`config.mk`:
```
export PLATFORM = sky130hd
export DESIGN_NAME = assoc_cache
export DESIGN_NICKNAME = d
export VERILOG_FILES = /design/src/rtl/assoc_cache.sv
export SDC_FILE = /design/constraint.sdc
export NUM_CORES = 1
export LEC_CHECK = 0
export BUFFER_PORTS_ARGS = -buffer_cell sky130_fd_sc_hd__clkbuf_2
export CORE_MARGIN = 1.5
export CORE_UTILIZATION = 55
export DETAILED_ROUTE_END_ITERATION = 8
export PLACE_DENSITY = 0.75
export SETUP_SLACK_MARGIN = 0.4
export SLEW_MARGIN = 15
export SYNTH_ARGS = -nofsm -noshare
export SYNTH_HDL_FRONTEND = slang
export SYNTH_SLANG_ARGS = --single-unit
```
`constraint.sdc`:
```
create_clock -name CLOCK -period 2.8 [get_ports CLOCK]
set_input_delay 0.42 -clock CLOCK [delete_from_list [all_inputs] [get_ports CLOCK]]
set_output_delay 0.42 -clock CLOCK [all_outputs]
set_load 0.01 [all_outputs]
```
`src/rtl/assoc_cache.sv`:
```
// 2-way set-associative, write-back, write-allocate byte cache with a line-wide memory port.
// Define ASSOC_CACHE_STATS_EN to add saturating HIT_COUNT / MISS_COUNT outputs.
module assoc_cache #(
  parameter int unsigned ADDR_W   = 8,
  parameter int unsigned INDEX_W  = 2,
  parameter int unsigned OFFSET_W = 2
) (
  input  logic                            CLOCK,
  input  logic                            RESET,
  input  logic                            READ,
  input  logic                            WRITE,
  input  logic [ADDR_W-1:0]               ADDRESS,
  input  logic [7:0]                      WRITEDATA,
  output logic [7:0]                      READDATA,
  output logic                            BUSYWAIT,
  output logic                            MREAD,
  output logic                            MWRITE,
  output logic [ADDR_W-OFFSET_W-1:0]      MADDRESS,
  output logic [(8<<OFFSET_W)-1:0]        MWRITEDATA,
  input  logic [(8<<OFFSET_W)-1:0]        MREADDATA,
  input  logic                            MBUSYWAIT
`ifdef ASSOC_CACHE_STATS_EN
  ,
  output logic [15:0]                     HIT_COUNT,
  output logic [15:0]                     MISS_COUNT
`endif
);

  localparam int unsigned SETS   = 1 << INDEX_W;
  localparam int unsigned LINE_W = 8 << OFFSET_W;
  localparam int unsigned TAG_W  = ADDR_W - INDEX_W - OFFSET_W;

  typedef enum logic [1:0] {IDLE, WBACK, FETCH, UPDATE} state_t;

  state_t state_q, state_d;

  logic [SETS-1:0]   valid_q [2];
  logic [SETS-1:0]   dirty_q [2];
  logic [SETS-1:0]   lru_q;
  logic [TAG_W-1:0]  tag_q   [2][SETS];
  logic [LINE_W-1:0] data_q  [2][SETS];
  logic              victim_q;
  logic [LINE_W-1:0] fill_q;

  logic [TAG_W-1:0]    req_tag;
  logic [INDEX_W-1:0]  req_index;
  logic [OFFSET_W-1:0] req_offset;
  logic                req;
  logic                hit0, hit1, hit, hit_way;
  logic                victim_d, victim_dirty;
  logic [LINE_W-1:0]   hit_line;

  assign req_tag    = ADDRESS[ADDR_W-1 -: TAG_W];
  assign req_index  = ADDRESS[OFFSET_W +: INDEX_W];
  assign req_offset = ADDRESS[OFFSET_W-1:0];
  assign req        = READ | WRITE;

  // Lookup: the fill path never installs a duplicate tag, so at most one way hits
  assign hit0    = valid_q[0][req_index] && (tag_q[0][req_index] == req_tag);
  assign hit1    = valid_q[1][req_index] && (tag_q[1][req_index] == req_tag);
  assign hit     = hit0 | hit1;
  assign hit_way = hit1;

  assign hit_line = data_q[hit_way][req_index];
  assign READDATA = hit_line[{req_offset, 3'b000} +: 8];

  // Victim: fill empty ways in order before evicting the least recently used one
  assign victim_d     = !valid_q[0][req_index] ? 1'b0 :
                        !valid_q[1][req_index] ? 1'b1 : lru_q[req_index];
  assign victim_dirty = valid_q[victim_d][req_index] && dirty_q[victim_d][req_index];

  always_comb begin
    state_d    = state_q;
    BUSYWAIT   = 1'b1;
    MREAD      = 1'b0;
    MWRITE     = 1'b0;
    MADDRESS   = {req_tag, req_index};
    MWRITEDATA = data_q[victim_q][req_index];
    case (state_q)
      IDLE: begin
        BUSYWAIT = req & ~hit;
        if (req && !hit) state_d = victim_dirty ? WBACK : FETCH;
      end
      WBACK: begin
        MWRITE   = 1'b1;
        MADDRESS = {tag_q[victim_q][req_index], req_index};
        if (!MBUSYWAIT) state_d = FETCH;
      end
      FETCH: begin
        MREAD = 1'b1;
        if (!MBUSYWAIT) state_d = UPDATE;
      end
      UPDATE: state_d = IDLE;
    endcase
  end

  // Control state: FSM, valid/dirty/LRU bits and the latched victim way
  always_ff @(posedge CLOCK or posedge RESET) begin
    if (RESET) begin
      state_q    <= IDLE;
      valid_q[0] <= '0;
      valid_q[1] <= '0;
      dirty_q[0] <= '0;
      dirty_q[1] <= '0;
      lru_q      <= '0;
      victim_q   <= 1'b0;
    end else begin
      state_q <= state_d;
      if (state_q == IDLE && req && !hit) victim_q <= victim_d;
      if (state_q == IDLE && req && hit) begin
        lru_q[req_index] <= ~hit_way;
        if (WRITE) dirty_q[hit_way][req_index] <= 1'b1;
      end
      if (state_q == UPDATE) begin
        valid_q[victim_q][req_index] <= 1'b1;
        dirty_q[victim_q][req_index] <= 1'b0;
      end
    end
  end

  // Tag/data storage; valid bits clear asynchronously so no write can hit during reset
  always_ff @(posedge CLOCK) begin
    if (state_q == FETCH && !MBUSYWAIT) fill_q <= MREADDATA;
    if (state_q == IDLE && WRITE && hit)
      data_q[hit_way][req_index][{req_offset, 3'b000} +: 8] <= WRITEDATA;
    if (state_q == UPDATE) begin
      data_q[victim_q][req_index] <= fill_q;
      tag_q[victim_q][req_index]  <= req_tag;
    end
  end

`ifdef ASSOC_CACHE_STATS_EN
  logic after_update_q;

  // The retried access right after a fill is part of the miss, not a new hit
  always_ff @(posedge CLOCK or posedge RESET) begin
    if (RESET) begin
      after_update_q <= 1'b0;
      HIT_COUNT      <= '0;
      MISS_COUNT     <= '0;
    end else begin
      after_update_q <= (state_q == UPDATE);
      if (state_q == IDLE && req && hit && !after_update_q && HIT_COUNT != 16'hFFFF)
        HIT_COUNT <= HIT_COUNT + 16'd1;
      if (state_q == IDLE && req && !hit && MISS_COUNT != 16'hFFFF)
        MISS_COUNT <= MISS_COUNT + 16'd1;
    end
  end
`endif

endmodule

```
# [Word level (Yosys, flattened, before mapping)]
# Memory sizes are Yosys's and may differ from the RTL's.
# Cells that the tools add are included.
[word_totals] reg_bits=55 latchBits=0 ramBits=288 romBits=0 in_bits=53 word_cells=129 n_memories=2
[mem_list] name="data_q" words=2 width=128 rd=2 rd_clocked_by_memory_dff=0 wr=1 line_no="41" text="logic [LINE_W-1:0] data_q [2][SETS];"
[mem_list] name="tag_q" words=2 width=16 rd=3 rd_clocked_by_memory_dff=0 wr=1 line_no="40" text="logic [TAG_W-1:0] tag_q [2][SETS];"
[classes] addsub=1 mul=0 div_mod_pow=0 magnitude_cmp=9 eq_ne=8 shifts=3 mux=66 bitwise=13 reduce_logical=19
[op_table] op="2-to-1 mux 128 bit" n=4
[op_table] op="2-to-1 mux 32 bit" n=6
[op_table] op="binary-select mux 32 bit (select 2 bit)" n=2
[op_table] op="demux 32 bit (select 2 bit)" n=2
[op_table] op="OR reduction 128 bit" n=1
[op_table] op="2-to-1 mux 4 bit" n=15
[op_table] op="variable shift 8 x 7 -> 32 bit (first input constant)" n=1
[op_table] op="variable part select 32 x 6 -> 8 bit" n=1
[op_table] op="variable part select 8 x 7 -> 32 bit" n=1
[op_table] op="binary-select mux 4 bit (select 2 bit)" n=3
[op_table] op="2-to-1 mux 8 bit" n=3
[op_table] op="2-to-1 mux 16 bit" n=1
[op_table] op="OR 8 bit" n=2
[op_table] op="logical AND 1 bit" n=14
[op_table] op="2-to-1 mux 1 bit" n=14
[op_table] op="binary-select mux 1 bit (select 2 bit)" n=5
[op_table] op="AND 8 bit" n=1
[op_table] op="demux 4 bit (select 1 bit)" n=2
[op_table] op="demux 4 bit (select 2 bit)" n=1
[op_table] op="equality test 4 bit" n=2
[op_table] op="2-to-1 mux 2 bit" n=4
[op_table] op="NOT 8 bit" n=1
[op_table] op="one-hot mux 2 bit (4 select lines)" n=1
[op_table] op="negation 5 -> 7 bit" n=1
[op_table] op="20 further kinds" n=31

# [Depth between registers and ports, before layout]
# Gate-level depths: netlist of run 1.
[depth] depth_word=16 ltp_mapped=9

# [Worst setup path before layout of run 1]
# No wires, ideal clock.
[synth_timing] kind="input -> register" from="in ADDRESS[2]" to="mem data_q[0][0] (netlist name) (enable)" setup_time_ps=383 arrival_ps=2545 t_required_ps=2417 setup_slack_ps=-128 stages=7 n_path_buf=1 cell_sequence="buf_6 > mux4_2 > xnor2_2 > nand3_2 > o22ai_2 > a31oi_1 > nor3_1"
[synth_via] elab_chain_cells=11 word_cells_on_any_way=30
[synth_lines] item="start: declaration" line_no="12" text="input logic [ADDR_W-1:0] ADDRESS,"
[synth_lines] item="parallel branches: the longest is 11 deep, another holds >= comparator 3 bit"
[synth_lines] item="end: declaration" line_no="41"
# Several ways; the timed one is not identified. The select of a mux whose other input is x is not followed.

==> results of run 1 <==
[layer usage]
metal	vias to the layer above	wire (um)	track usage [%]
li1	4134	-	-
met5	-	0	0
met1	5175	15500	38.2
met2	646	21400	47.2
met3	122	4120	4.63
met4	0	1480	10.2
[cell usage after synthesis (all sizes together) (2+ instances only)]
| library cell | instances |
|---|---|
| xnor2 | 8 |
| a41oi | 2 |
| a32o | 8 |
| edfxtp | 320 |
| nand2 | 22 |
| o22a | 2 |
| mux2 | 35 |
| a21oi | 17 |
| nand3 | 4 |
| mux4 | 140 |
| o21ai | 15 |
| nor4 | 17 |
| inv | 7 |
| or2 | 11 |
| buf | 36 |
| ha | 9 |
| clkbuf | 32 |
| a2111oi | 8 |
| a31oi | 16 |
| or3 | 18 |
| a22o | 32 |
| o31ai | 6 |
| o21bai | 8 |
| nor3 | 9 |
| dfrtp | 23 |
| nor2 | 77 |
| mux2i | 2 |
| nand2b | 4 |
[logic make-up after synthesis]
kind of cell / synth area share [%]
flip-flops: 63.8
multiplexers: 22.4
AND/OR/NAND/NOR: 4.96
AO/OA/AOI/OAI: 5.55
buffers and inverters: 2.06
adder cells (fa/ha/maj): 0.705
XOR/XNOR: 0.580
[registers in the layout, summed over array words and instances (netlist names)]
signal    count
data_q      256
dirty_q       8
fill_q       32
lru_q         4
state_q       2
tag_q        32
valid_q       8
victim_q      1
[worst reg2reg max path: stages, from the launching register on]
cell,delay [ps]
edfxtp_1,360
mux4_2,550
xnor2_4,260
nand2_4,110
buf_4,140
buf_4,130
o22ai_2,290
a31oi_1,150
buf_4,200
buf_4,180
nor2_1,110
buf_4,220
[metrics by stage]
stage / instance area (sq um) / setup TNS, ps / hold slack, ps / total power [mW]
3_5_place_dp: 17400 / -125970 / 453 / 10.6
5_1_grt: 19800 / -50370 / 37.7 / 16.7
3_3_place_gp: 17400 / -119560 / 447 / 10.5
4_1_cts: 19700 / -8080 / 31.8 / 15.9
6_report: 19800 / -30490 / 45.4 / 16.2
2_1_floorplan: 16100 / -3.39 / 422 / 9.17
[repair_timing]
item,4_1_cts,5_1_grt
hold buffers,0,0
resized for setup,94,19
setup endpoints to repair,347,409
pin swaps,32,9
setup buffers,36,1
cloned,0,3
[area by class of cell]
class / instances / area [sq um]
timing repair buffer: 220 / 1960
inverter: 7 / 26.3
clock inverter: 21 / 245
multi-input combinational: 481 / 5930
fill: 1747 / 8790
sequential: 343 / 10200
tap: 384 / 480
clock buffer: 48 / 1010
[worst paths after layout]
check	cells past startpoint	end	start	slack, ps
worst max-delay path	10	READDATA[6]	tag_q[1][3]$_DFFE_PP_	-720
worst min-delay path	1	fill_q[23]$_DFFE_PP_	MREADDATA[23]	50
worst max register to register	11	data_q[0][126]$_DFFE_PP_	tag_q[1][3]$_DFFE_PP_	-220
worst min register to register	1	valid_q[3]$_DFFE_PP0N_	valid_q[3]$_DFFE_PP0N_	470
max in group asynchronous	2	victim_q$_DFFE_PP0P_	RESET	2090
min in group asynchronous	2	dirty_q[1]$_DFF_PP0_	RESET	60
[where the power goes]
group	switching [mW]	leakage (nW)	internal (mW)	total, mW
Clock	2.01	0.615	2.94	4.95
Combinational	2.48	3.04	2.03	4.51
Sequential	0.252	3.23	6.45	6.70
Total	4.74	6.89	11.4	16.2
==> metrics, run 1 <==
Clock Tree Buf Depth=3; DRT antenna net count=0; Core Area=28600 sq um; CP peak stage delay=550 ps; Worst IR Drop VDD=0.000727 V; Yosys warnings=0; Mapped Avg Cell Area=17.8 sq um; Setup Viol. Count Final=197; layout cells sized above 1=47.0%; Inst Count DP=1395; Worst EP arrival=3100 ps; Max-Slew Margin vs Limit=39.0%; status=finished with violations; global-route wire length before repair=62900 um; DP HPWL=26000 um; final slew viol count=0; Total GRT Usage=28.3%; Non-Filler Instances=1504; CTS Buf Count=38; Synth top area share=60.2%; Slew @ Worst Pin=909 ps; starting density of the core=55.8%; crit path launch type=flop; Tcrit/Tclk final=126%; Top Ports=102; initial DRC count=1222; commonest non-fill, non-tap cell in the layout=edfxtp_1; critical setup path kind=reg -> out; register area share after synthesis=63.8%; Synth async-reset ratio=6.71%; clock edge transition at the registers on the reported setup and hold paths=60 ps; wire length per cell=28.2 um; final WL=42400 um; drt via density=6.70; Yosys cell types=47; Clk Latency, worst-skew pair=550 ps; Critical-path top delay cell=mux4_2; Die X=173 um; maxcap violations=0; worst slack at placement=-656 ps; GP Congestion=0.863; #FFs+latches synth=343; via count=10077; clk sinks=343; largest net degree at the start of global routing=72; min Tclk post-route=3520 ps; Final nets=1153; GRT overflow=0; number of global-route vias before repair=10110; Critical Path, Cell by Cell=mux4_2, xnor2_4, nand2_4, buf_4, buf_8, nor2_1, buf_6, or3_1, a32o_2, clkbuf_2; CTS tree=built; FMAX=284 MHz; final hold violation count=0; DRT Pass-1 Iters=5; Buf/Inv on CP=4; Leak Pwr=6.89 nW; drt drc=0; Worst Path Required=2380 ps; commonest cells after routing, fill and taps aside=320 x edfxtp_1, 138 x mux4_2, 98 x clkbuf_2; PnR worst setup slack=-718 ps; Min-Delay Path Class=in -> reg; synthesized cell area=16000 sq um; area grow syn2layout=24.2%; Power Density=815 nW/um^2; Core Util, Final=69.3%; Die H=173 um; final clock skew=24.9 ps; failing checks=negative setup slack; ant diodes=0; Synth Net Count=961; largest cells by area after synthesis=edfxtp_1 60%, mux4_2 19%, dfrtp_1 3.6%; CP Capture Type=output port; root buffer cell=clkbuf_16; PortBufs=101; Post-synth top flop=edfxtp_1; row count=62; number of synthesized flops with an enable pin=320; CP top delay family=simple AND/OR/NAND/NOR gates; area leader, netlist=edfxtp_1; initial antenna violation count=0; Post-Syn Instances=899; DIE AREA=30100 sq um; H-tree Lvls=2; crit path max fanout=9; RSZ-0062 raised after global routing=true
Power figures use the tool's default switching activity.
==> run 2, diff against run 1 <==
--- a/config.mk
+++ b/config.mk
@@ -10,6 +10,7 @@
 export CORE_UTILIZATION = 55
 export DETAILED_ROUTE_END_ITERATION = 8
 export PLACE_DENSITY = 0.75
+export RECOVER_POWER = 50
 export SETUP_SLACK_MARGIN = 0.4
 export SLEW_MARGIN = 15
 export SYNTH_ARGS = -nofsm -noshare
==> run 2 against run 1 <==
  * The run still ends with negative setup slack left
  * Sequential power about the same
  * Design area down 0.10%
  * Final cell count unchanged
  * Hold slack better by 2.3 ps
  * Critical path depth down 1
  * Combinational power about the same
  * Critical path type unchanged
  * Critical endpoint is now READDATA[5]
  * Largest cell class unchanged
==> metrics, run 2 (synthesis results as in run 1) <==
Core Area=28600 sq um (unchanged); GRT overflow=0 (unchanged); final slew viol count=0 (unchanged); Clk Latency, worst-skew pair=550 ps (about the same); Power Density=815 nW/um^2 (about the same); area grow syn2layout=24.1%; Leak Pwr=6.86 nW (-0.38%); Final nets=1153 (unchanged); CP Capture Type=output port; Clock Tree Buf Depth=3 (unchanged); wire length per cell=28.2 um (-0.23%); largest net degree at the start of global routing=72 (unchanged); maxcap violations=0 (unchanged); max reg flops=256 (unchanged); drt via density=6.67 (-0.42%); clk sinks=343 (unchanged); Max-Slew Margin vs Limit=37.4% (-1.6 points); Slew @ Worst Pin=932 ps (+23.7 ps); crit path max fanout=7 (-2); DRT Pass-1 Iters=5 (unchanged); DIE AREA=30100 sq um (unchanged); Worst Path Required=2380 ps (about the same); Power Total=16.2 mW (about the same); final clock skew=25.8 ps (+0.939 ps); Top Ports=102 (unchanged); critical setup path kind=reg -> out; register with the most flip-flops=data_q; commonest non-fill, non-tap cell in the layout=edfxtp_1; RSZ-0062 raised after global routing=true; CTS Hold Bufs=0 (unchanged); final WL=42300 um (-0.23%); starting density of the core=55.8% (unchanged); Setup Viol. Count Final=206 (+4.6%); layout cells sized above 1=46.3% (-0.71 points); min Tclk post-route=3520 ps (+2.12 ps); failing checks=negative setup slack; crit path launch type=flop; DRT antenna net count=0 (unchanged); largest registers=data_q x256, fill_q x32, tag_q x32; Min-Delay Path Class=in -> reg; GP Congestion=0.863 (unchanged); drt drc=0 (unchanged); CTS tree=built; Worst IR Drop VDD=0.000729 V (+0.26%); final hold violation count=0 (unchanged); H-tree Lvls=2 (unchanged); status=finished with violations; PnR worst setup slack=-720 ps (-2.12 ps); Total GRT Usage=28.3% (unchanged); via count=10035 (-0.42%); root buffer cell=clkbuf_16; row count=62 (unchanged); initial DRC count=1292 (+5.7%); Worst EP arrival=3100 ps (about the same); Tcrit/Tclk final=126% (about the same); PortBufs=101 (unchanged); FMAX=284 MHz (about the same); commonest cells after routing, fill and taps aside=320 x edfxtp_1, 138 x mux4_2, 94 x clkbuf_2; Final Hold Slack=47.7 ps (+2.32 ps); initial antenna violation count=0 (unchanged); clock edge transition at the registers on the reported setup and hold paths=60 ps (about the same); ant diodes=0 (unchanged); Die H=173 um (unchanged); Die X=173 um (unchanged); global-route wire length before repair=62900 um (unchanged); CTS Buf Count=38 (unchanged); DP HPWL=26000 um (unchanged); worst slack at placement=-656 ps (unchanged); number of global-route vias before repair=10110 (unchanged)
## run 2: cell types whose count changed in the layout (fill, tap and decap cells not counted), sizes merged
cell | previous run | this run
buf | 119 | 115
clkbuf | 149 | 153
## run 2: final timing paths
kind | from | endpoint | slack (ps) | cells past startpoint
min in group asynchronous | RESET | valid_q[1]$_DFFE_PP0N_ | 60 | 2
max in group asynchronous | RESET | victim_q$_DFFE_PP0P_ | 2080 | 2
max reg2reg | tag_q[1][3]$_DFFE_PP_ | data_q[0][126]$_DFFE_PP_ | -250 | 11
max | tag_q[1][3]$_DFFE_PP_ | READDATA[5] | -720 | 9
min | MREADDATA[23] | fill_q[23]$_DFFE_PP_ | 50 | 1
min reg2reg | valid_q[2]$_DFFE_PP0N_ | valid_q[2]$_DFFE_PP0N_ | 470 | 1
## run 2: worst max-delay path: stages, from the launching register on
cell      delay, ps
edfxtp_1        370
mux4_2          560
xnor2_4         260
nand2_4         100
buf_12          130
or2_4           280
buf_8           160
or3_1           300
a32o_2          280
buf_6           130
## run 2: timing repair
action,4_1_cts,5_1_grt
endpoints found under the hold margin,0,0
buffers inserted,36,1
endpoints found under the setup margin,347,409
gates resized for setup,94,19
pin swaps,32,9
gates cloned,0,3
## run 2: layout make-up
cell class | count | area [sq um]
fill | 1754 | 8810
multi-input combinational | 481 | 5930
timing repair buffer | 220 | 1940
inverter | 7 | 26.3
tap | 384 | 480
sequential | 343 | 10200
clock inverter | 21 | 245
clock buffer | 48 | 1010
## run 2: where the power goes
part	leakage, nW	switching, mW	internal (mW)	total (mW)
Sequential	3.23	0.251	6.45	6.70
Clock	0.615	2.01	2.94	4.95
Combinational	3.02	2.47	2.03	4.50
Total	6.86	4.73	11.4	16.2
## run 2: layer usage
layer | track usage (%) | part of all wire (%) | routed length, um
met3 | 4.63 | 8.7 | 3680
met5 | 0 | 0 | 0
met1 | 38.2 | 37 | 15700
met4 | 10.2 | 3.3 | 1400
met2 | 47.2 | 51 | 21500
## run 2: through the flow
stage | instance area, sq um | util, % | instances | TNS [ps]
after floorplan | 16100 | - | 899 | -3.39
after global placement | 17400 | 60.9 | 1395 | -119560
after detailed placement | 17400 | 60.9 | 1395 | -125970
after CTS | 19700 | 68.7 | 1500 | -8080
after global routing | 19800 | 69.2 | 1504 | -50370
final | 19800 | 69.2 | 1504 | -34520
